==> config.mk <==
export PLATFORM = sky130hd
export DESIGN_NAME = pmod_adc_responder_flat
export DESIGN_NICKNAME = d
export VERILOG_FILES = /design/src/rtl/pong_pkg.sv /design/src/rtl/pmod_adc_responder_if.sv /design/src/rtl/edge_sync.sv /design/src/rtl/pmod_adc_responder.sv /design/src/flat_wrapper.sv
export SDC_FILE = /design/constraint.sdc
export NUM_CORES = 1
export LEC_CHECK = 0
export ABC_AREA = 1
export ABC_CLOCK_PERIOD_IN_PS = 2900
export CORE_MARGIN = 3
export CORE_UTILIZATION = 55
export CTS_CLUSTER_DIAMETER = 120
export DETAILED_ROUTE_END_ITERATION = 8
export PLACE_DENSITY_LB_ADDON = 0.05
export SETUP_SLACK_MARGIN = 0.3
export SYNTH_ARGS = -nofsm -noshare
export SYNTH_HDL_FRONTEND = slang
export SYNTH_SLANG_ARGS = --single-unit
==> constraint.sdc <==
create_clock -name clk -period 2.9 [get_ports clk]
set_input_delay 0.725 -clock clk [delete_from_list [all_inputs] [get_ports clk]]
set_output_delay 0.725 -clock clk [all_outputs]
set_load 0.02 [all_outputs]
==> src/rtl/pong_pkg.sv <==
// Shared constants, responder state encoding and frame-word builder for the
// networked-pong Pmod ADC responder.
package pong_pkg;

  localparam int VAL_W      = 8;
  localparam int ADC_W      = 12;
  localparam int LEAD_ZEROS = 4;
  localparam int FRAME_BITS = LEAD_ZEROS + ADC_W;

  typedef enum logic [1:0] {
    IDLE  = 2'b00,
    SHIFT = 2'b01,
    DONE  = 2'b10
  } resp_state_e;

  // The paddle value sits MSB-aligned in the conversion field, behind the leading zeros.
  function automatic logic [FRAME_BITS-1:0] build_frame(input logic [VAL_W-1:0] val);
    return {{LEAD_ZEROS{1'b0}}, val, {(ADC_W-VAL_W){1'b0}}};
  endfunction

endpackage

==> src/rtl/pmod_adc_responder_if.sv <==
// Pmod header pins between an ADC master (the pot reader) and the responder.
// With PMOD_DUAL_CH_EN defined the second data line and its enable are present.
interface pmod_adc_responder_if;

  logic cs_n_in;
  logic sclk_in;
  logic sdata_out;
  logic sdata_oe;
`ifdef PMOD_DUAL_CH_EN
  logic sdata1_out;
  logic sdata1_oe;

  modport master (output cs_n_in, output sclk_in,
                  input sdata_out, input sdata_oe, input sdata1_out, input sdata1_oe);
  modport slave  (input cs_n_in, input sclk_in,
                  output sdata_out, output sdata_oe, output sdata1_out, output sdata1_oe);
`else
  modport master (output cs_n_in, output sclk_in, input sdata_out, input sdata_oe);
  modport slave  (input cs_n_in, input sclk_in, output sdata_out, output sdata_oe);
`endif

endinterface

==> src/rtl/edge_sync.sv <==
// Two-flop synchronizer for an asynchronous strobe plus a history flop that
// yields single-cycle rise/fall pulses one cycle after the second stage.
module edge_sync (
  input  logic clk,
  input  logic d_in,
  output logic rise,
  output logic fall
);

  logic meta_q, meta_d;
  logic sync_q, sync_d;
  logic prev_q, prev_d;

  always_comb begin
    meta_d = d_in;
    sync_d = meta_q;
    prev_d = sync_q;
  end

  // Left unreset on purpose: the chain self-flushes within three cycles, and
  // resetting it would fake an edge whenever reset releases with CS_n held low.
  always_ff @(posedge clk) begin
    meta_q <= meta_d;
    sync_q <= sync_d;
    prev_q <= prev_d;
  end

  assign rise = sync_q & ~prev_q;
  assign fall = ~sync_q & prev_q;

endmodule

==> src/rtl/pmod_adc_responder.sv <==
// Serial responder emulating a Pmod ADC so a remote board's paddle value can be
// read by the unchanged pot reader. Optional macro: PMOD_DUAL_CH_EN (adds value1/sdata1).
module pmod_adc_responder #(
  parameter int VAL_W      = pong_pkg::VAL_W,
  parameter int ADC_W      = pong_pkg::ADC_W,
  parameter int LEAD_ZEROS = pong_pkg::LEAD_ZEROS,
  parameter int FRAME_BITS = pong_pkg::FRAME_BITS
) (
  input  logic             clk,
  input  logic             reset,
  input  logic [VAL_W-1:0] value,
`ifdef PMOD_DUAL_CH_EN
  input  logic [VAL_W-1:0] value1,
`endif
  pmod_adc_responder_if.slave pins,
  output logic             busy,
  output logic             frame_done,
  output logic             frame_abort
);

  import pong_pkg::*;

  localparam int CNT_W = $clog2(FRAME_BITS);
  localparam logic [CNT_W-1:0] LAST_BIT = CNT_W'(FRAME_BITS - 1);

  // The frame builder lives in the package, so the geometry must match it.
  if (FRAME_BITS != LEAD_ZEROS + ADC_W || VAL_W != pong_pkg::VAL_W ||
      ADC_W != pong_pkg::ADC_W || LEAD_ZEROS != pong_pkg::LEAD_ZEROS) begin : g_bad_cfg
    $error("pmod_adc_responder: parameters disagree with pong_pkg frame geometry");
  end

  logic cs_rise, cs_fall;
  logic sclk_fall, sclk_rise_unused;

  edge_sync u_cs_sync (
    .clk  (clk),
    .d_in (pins.cs_n_in),
    .rise (cs_rise),
    .fall (cs_fall)
  );

  edge_sync u_sclk_sync (
    .clk  (clk),
    .d_in (pins.sclk_in),
    .rise (sclk_rise_unused),
    .fall (sclk_fall)
  );

  resp_state_e           state_q, state_d;
  logic [CNT_W-1:0]      bit_cnt_q, bit_cnt_d;
  logic [FRAME_BITS-1:0] shift_q, shift_d;
  logic                  sdata_q, sdata_d;
  logic                  oe_q, oe_d;
  logic                  busy_q, busy_d;
  logic                  done_q, done_d;
  logic                  abort_q, abort_d;
  logic [FRAME_BITS-1:0] frame_word;

  assign frame_word = build_frame(value);

  always_ff @(posedge clk) begin
    if (reset) begin
      state_q   <= IDLE;
      bit_cnt_q <= '0;
      shift_q   <= '0;
      sdata_q   <= 1'b0;
      oe_q      <= 1'b0;
      busy_q    <= 1'b0;
      done_q    <= 1'b0;
      abort_q   <= 1'b0;
    end else begin
      state_q   <= state_d;
      bit_cnt_q <= bit_cnt_d;
      shift_q   <= shift_d;
      sdata_q   <= sdata_d;
      oe_q      <= oe_d;
      busy_q    <= busy_d;
      done_q    <= done_d;
      abort_q   <= abort_d;
    end
  end

  // A CS_n rise outranks an SCLK fall seen in the same cycle.
  always_comb begin
    state_d   = state_q;
    bit_cnt_d = bit_cnt_q;
    shift_d   = shift_q;
    sdata_d   = sdata_q;
    oe_d      = oe_q;
    busy_d    = busy_q;
    done_d    = 1'b0;
    abort_d   = 1'b0;

    case (state_q)
      IDLE: begin
        sdata_d = 1'b0;
        oe_d    = 1'b0;
        busy_d  = 1'b0;
        if (cs_fall) begin
          shift_d   = frame_word;
          sdata_d   = frame_word[FRAME_BITS-1];
          oe_d      = 1'b1;
          busy_d    = 1'b1;
          bit_cnt_d = LAST_BIT;
          state_d   = SHIFT;
        end
      end
      SHIFT: begin
        if (cs_rise) begin
          abort_d   = 1'b1;
          sdata_d   = 1'b0;
          oe_d      = 1'b0;
          busy_d    = 1'b0;
          bit_cnt_d = '0;
          state_d   = IDLE;
        end else if (sclk_fall) begin
          if (bit_cnt_q == '0) begin
            sdata_d = 1'b0;
            oe_d    = 1'b0;
            state_d = DONE;
          end else begin
            bit_cnt_d = bit_cnt_q - 1'b1;
            sdata_d   = shift_q[bit_cnt_d];
          end
        end
      end
      DONE: begin
        sdata_d = 1'b0;
        oe_d    = 1'b0;
        busy_d  = 1'b1;
        if (cs_rise) begin
          done_d  = 1'b1;
          busy_d  = 1'b0;
          state_d = IDLE;
        end
      end
      default: begin
        sdata_d   = 1'b0;
        oe_d      = 1'b0;
        busy_d    = 1'b0;
        bit_cnt_d = '0;
        state_d   = IDLE;
      end
    endcase
  end

  assign pins.sdata_out = sdata_q;
  assign pins.sdata_oe  = oe_q;
  assign busy           = busy_q;
  assign frame_done     = done_q;
  assign frame_abort    = abort_q;

`ifdef PMOD_DUAL_CH_EN
  logic [FRAME_BITS-1:0] shift1_q, shift1_d;
  logic                  sdata1_q, sdata1_d;
  logic [FRAME_BITS-1:0] frame_word1;

  assign frame_word1 = build_frame(value1);

  always_ff @(posedge clk) begin
    if (reset) begin
      shift1_q <= '0;
      sdata1_q <= 1'b0;
    end else begin
      shift1_q <= shift1_d;
      sdata1_q <= sdata1_d;
    end
  end

  // Second channel rides the first channel's state and bit counter in lockstep.
  always_comb begin
    shift1_d = shift1_q;
    sdata1_d = 1'b0;
    if (state_q == IDLE && state_d == SHIFT) begin
      shift1_d = frame_word1;
      sdata1_d = frame_word1[FRAME_BITS-1];
    end else if (state_q == SHIFT && state_d == SHIFT) begin
      sdata1_d = shift1_q[bit_cnt_d];
    end
  end

  assign pins.sdata1_out = sdata1_q;
  assign pins.sdata1_oe  = oe_q;
`endif

endmodule

==> src/flat_wrapper.sv <==
// flat-port wrapper written by rule: the top's interface ports become plain ports
module pmod_adc_responder_flat import pong_pkg::*;
#(
  parameter int VAL_W      = pong_pkg::VAL_W,
  parameter int ADC_W      = pong_pkg::ADC_W,
  parameter int LEAD_ZEROS = pong_pkg::LEAD_ZEROS,
  parameter int FRAME_BITS = pong_pkg::FRAME_BITS
)
  (clk, reset, value, busy, frame_done, frame_abort, pins_cs_n_in, pins_sclk_in, pins_sdata_out, pins_sdata_oe);
  pmod_adc_responder_if pins_i ();
  input  logic clk;
  input  logic reset;
  input  logic [VAL_W-1:0] value;
  output logic busy;
  output logic frame_done;
  output logic frame_abort;
  input wire logic [$bits(pins_i.cs_n_in)-1:0] pins_cs_n_in;
  input wire logic [$bits(pins_i.sclk_in)-1:0] pins_sclk_in;
  output wire logic [$bits(pins_i.sdata_out)-1:0] pins_sdata_out;
  output wire logic [$bits(pins_i.sdata_oe)-1:0] pins_sdata_oe;
  assign pins_i.cs_n_in = pins_cs_n_in;
  assign pins_i.sclk_in = pins_sclk_in;
  assign pins_sdata_out = pins_i.sdata_out;
  assign pins_sdata_oe = pins_i.sdata_oe;
  pmod_adc_responder #(.VAL_W(VAL_W), .ADC_W(ADC_W), .LEAD_ZEROS(LEAD_ZEROS), .FRAME_BITS(FRAME_BITS)) u_core (.clk(clk), .reset(reset), .value(value), .pins(pins_i), .busy(busy), .frame_done(frame_done), .frame_abort(frame_abort));
endmodule
==> summary.txt <==
Syn Area/Cell -> 7.419 sq um
Unique masters post-synth -> 21
relative slew slack -> 73.28%
Synth area leader -> dfxtp_1
routed len/inst -> 10.27 um
Placement Setup Slack -> 1.024 ns
Synth Area in Adders -> 1.188%
post-route antenna net violation count -> 0
clk slew on worst S/H paths -> 0.13 ns
hpwl dp -> 1.524 mm
final setup margin -> 0.8911 ns
Rows -> 15
PwrDens -> 545.0 mW/mm^2
chip height -> 49.77 um
vias in the first global route -> 845
compound-cell area share of the yosys netlist -> 13.18%
CP delay by family, top -> buffers and inverters
RSZ-0062 raised after global routing -> false
fin crit share -> 69.27%
Static Leak -> 0.5430 nW
DR vias -> 913
CP max stage delay -> 0.61 ns
clk_lat worst skew -> 0.31 ns
critical path class -> reg2out
Slew Viols, Final -> 0
Slowest cell on crit path -> clkdlybuf4s50_1
simple-gate share of the synthesized area -> 29.22%
IO buf count -> 16
die width -> 49.77 um
CP bufs+invs -> 1
initial DRC count -> 12
Peak VDD IR -> 0.3984 mV
htree depth -> 1
max_cap viols -> 0
crit path cell chain -> clkdlybuf4s50_1
register bit count reported by yosys -> 25
Slew @ Worst Pin -> 0.3998 ns
share of cells above drive strength 1 -> 14.37%
aggregate routed wire length -> 1.900 mm
RePlAce Congestion -> 0.8233
largest net degree at the start of global routing -> 16
# setup viols final -> 0
GR Overflow Total -> 0
Hold Vio Cnt, Final -> 0
syn_nets -> 155
Synth top area share -> 47.51%
main combinational cell family by area after synthesis -> simple AND/OR/NAND/NOR gates
Syn. warnings -> 0
number of cells produced by synthesis -> 142
Fillers -> 167
post-synthesis mux area share -> 0%
CP endpoint kind -> output pin
Via density -> 4.935
synthesized area -> 0.001054 sq mm
Ports -> 17
clk buf depth -> 2
most frequent cells in the layout -> dfxtp_1, nand2_1, nor2_1
first-pass GRT wire length -> 3.387 mm
status -> finished clean
CTS tree -> done
number of antenna violations at the first check in global routing -> 0
total CTS buffers -> 3
worst path arrival time -> 1.28 ns
Pwr Total -> 690.1 uW
final net count -> 174
Antenna Cells -> 0
drt pass-1 iters -> 4
min Tclk post-route -> 2.009 ns
crit start category -> register
Sink Count -> 25
layout overhead on the synthesized area -> 20.19%
area of the multi-input gates -> 459.2 sq um
register area -> 500.5 sq um
worst hold path type -> reg2reg
Max FO, Critical Path -> 2
Setup Buffers After CTS -> 0
top post-synthesis cells by area -> dfxtp_1, nand2_1, nor2_1
skew final -> 0.0007404 ns
clock root buffer -> clkbuf_4
DRC Markers -> 0
data required time of the worst path -> 2.17 ns
initial core utilization -> 59.72%
sum of negative setup slack -> 0 ns
post-CTS sizing -> 0
commonest non-fill, non-tap cell in the layout -> dfxtp_1
fmax -> 0.4978 GHz
Total GRT Usage -> 17.68%
XOR/XNOR Fraction of Synth Area -> 0%
die footprint -> 0.002477 sq mm
hold buffer count at CTS -> 0
core area -> 0.001764 sq mm
sequential area share after synthesis -> 47.51%
kinds of logic (layout without fill, tap and decap cells):
family,Yosys count,count (layout)
AND/OR/NAND/NOR,66,66
adder cells (fa/ha/maj),1,1
flip-flops,25,25
AO/OA/AOI/OAI,26,26
buffers and inverters,24,42
final timing paths:
path                      startpoint                      end  slack, ns  cells past startpoint
max             u_core.pins.sdata_oe            pins_sdata_oe       0.89                      1
min reg2reg  u_core.u_cs_sync.meta_q  u_core.u_cs_sync.prev_d       0.35                      0
min          u_core.u_cs_sync.meta_q  u_core.u_cs_sync.prev_d       0.35                      0
max reg2reg      u_core.bit_cnt_q[0]      u_core.bit_cnt_q[0]       1.27                     10
where the power goes:
group	switching (mW)	total [mW]	internal, mW	leakage (nW)
clock network	0.103	0.155	0.0526	0.0139
logic	0.0897	0.151	0.0614	0.322
registers	0.0162	0.384	0.368	0.207
total	0.209	0.690	0.482	0.543
synthesized netlist by cell type:
| master | instances |
|---|---|
| inv_1 | 13 |
| nor2_1 | 23 |
| nand2_2 | 3 |
| o21ai_1 | 5 |
| buf_1 | 1 |
| nand2_1 | 24 |
| nand3_2 | 1 |
| buf_2 | 1 |
| a21oi_2 | 1 |
| inv_2 | 8 |
| o21ai_0 | 10 |
| ha_1 | 1 |
| or2_1 | 1 |
| nor2_2 | 1 |
| nor2_4 | 4 |
| o31ai_1 | 2 |
| nor3_1 | 3 |
| nand3_1 | 6 |
| inv_4 | 1 |
| a21oi_1 | 8 |
| dfxtp_1 | 25 |
layer usage:
| metal | up-vias | track usage [%] | share of wire (%) | wire [um] |
|---|---|---|---|---|
| li1 | 482 | - | - | - |
| met1 | 413 | 20.83 | 45 | 858 |
| met2 | 14 | 30.62 | 51 | 961 |
| met3 | 4 | 3.625 | 2.8 | 54 |
| met4 | 0 | 7.834 | 1.3 | 25 |
| met5 | - | 0 | 0 | 0 |
per-stage QoR:
stage          hold WS, ns  area [sq um]  util (%)  cells
4_1_cts             0.3484          1266     71.77    185
2_1_floorplan       0.3096          1054         -    142
6_report            0.3473          1266     71.77    185
3_5_place_dp        0.3186          1236     70.07    181
5_1_grt             0.3547          1266     71.77    185
3_3_place_gp        0.3119          1236     70.07    181
area by class of cell:
class	instances	share of cell area, %
clock buffer	3	1.779
timing repair buffer	16	12.65
multi-input combinational	93	36.26
clock inverter	1	0.5929
sequential	25	39.53
tap	25	2.470
inverter	22	6.719
flip-flops by register name (all words and copies together), names as in the netlist:
register	cells
u_core.busy	1
u_core.u_sclk_sync.prev_q	1
u_core.bit_cnt_q	4
u_core.u_sclk_sync.prev_d	1
u_core.frame_abort	1
u_core.u_cs_sync.meta_q	1
u_core.u_cs_sync.prev_d	1
u_core.frame_done	1
u_core.state_q	2
u_core.u_sclk_sync.meta_q	1
u_core.pins.sdata_oe	1
u_core.shift_q	8
u_core.u_cs_sync.prev_q	1
u_core.pins.sdata_out	1
(Power assumes the default switching activity.)
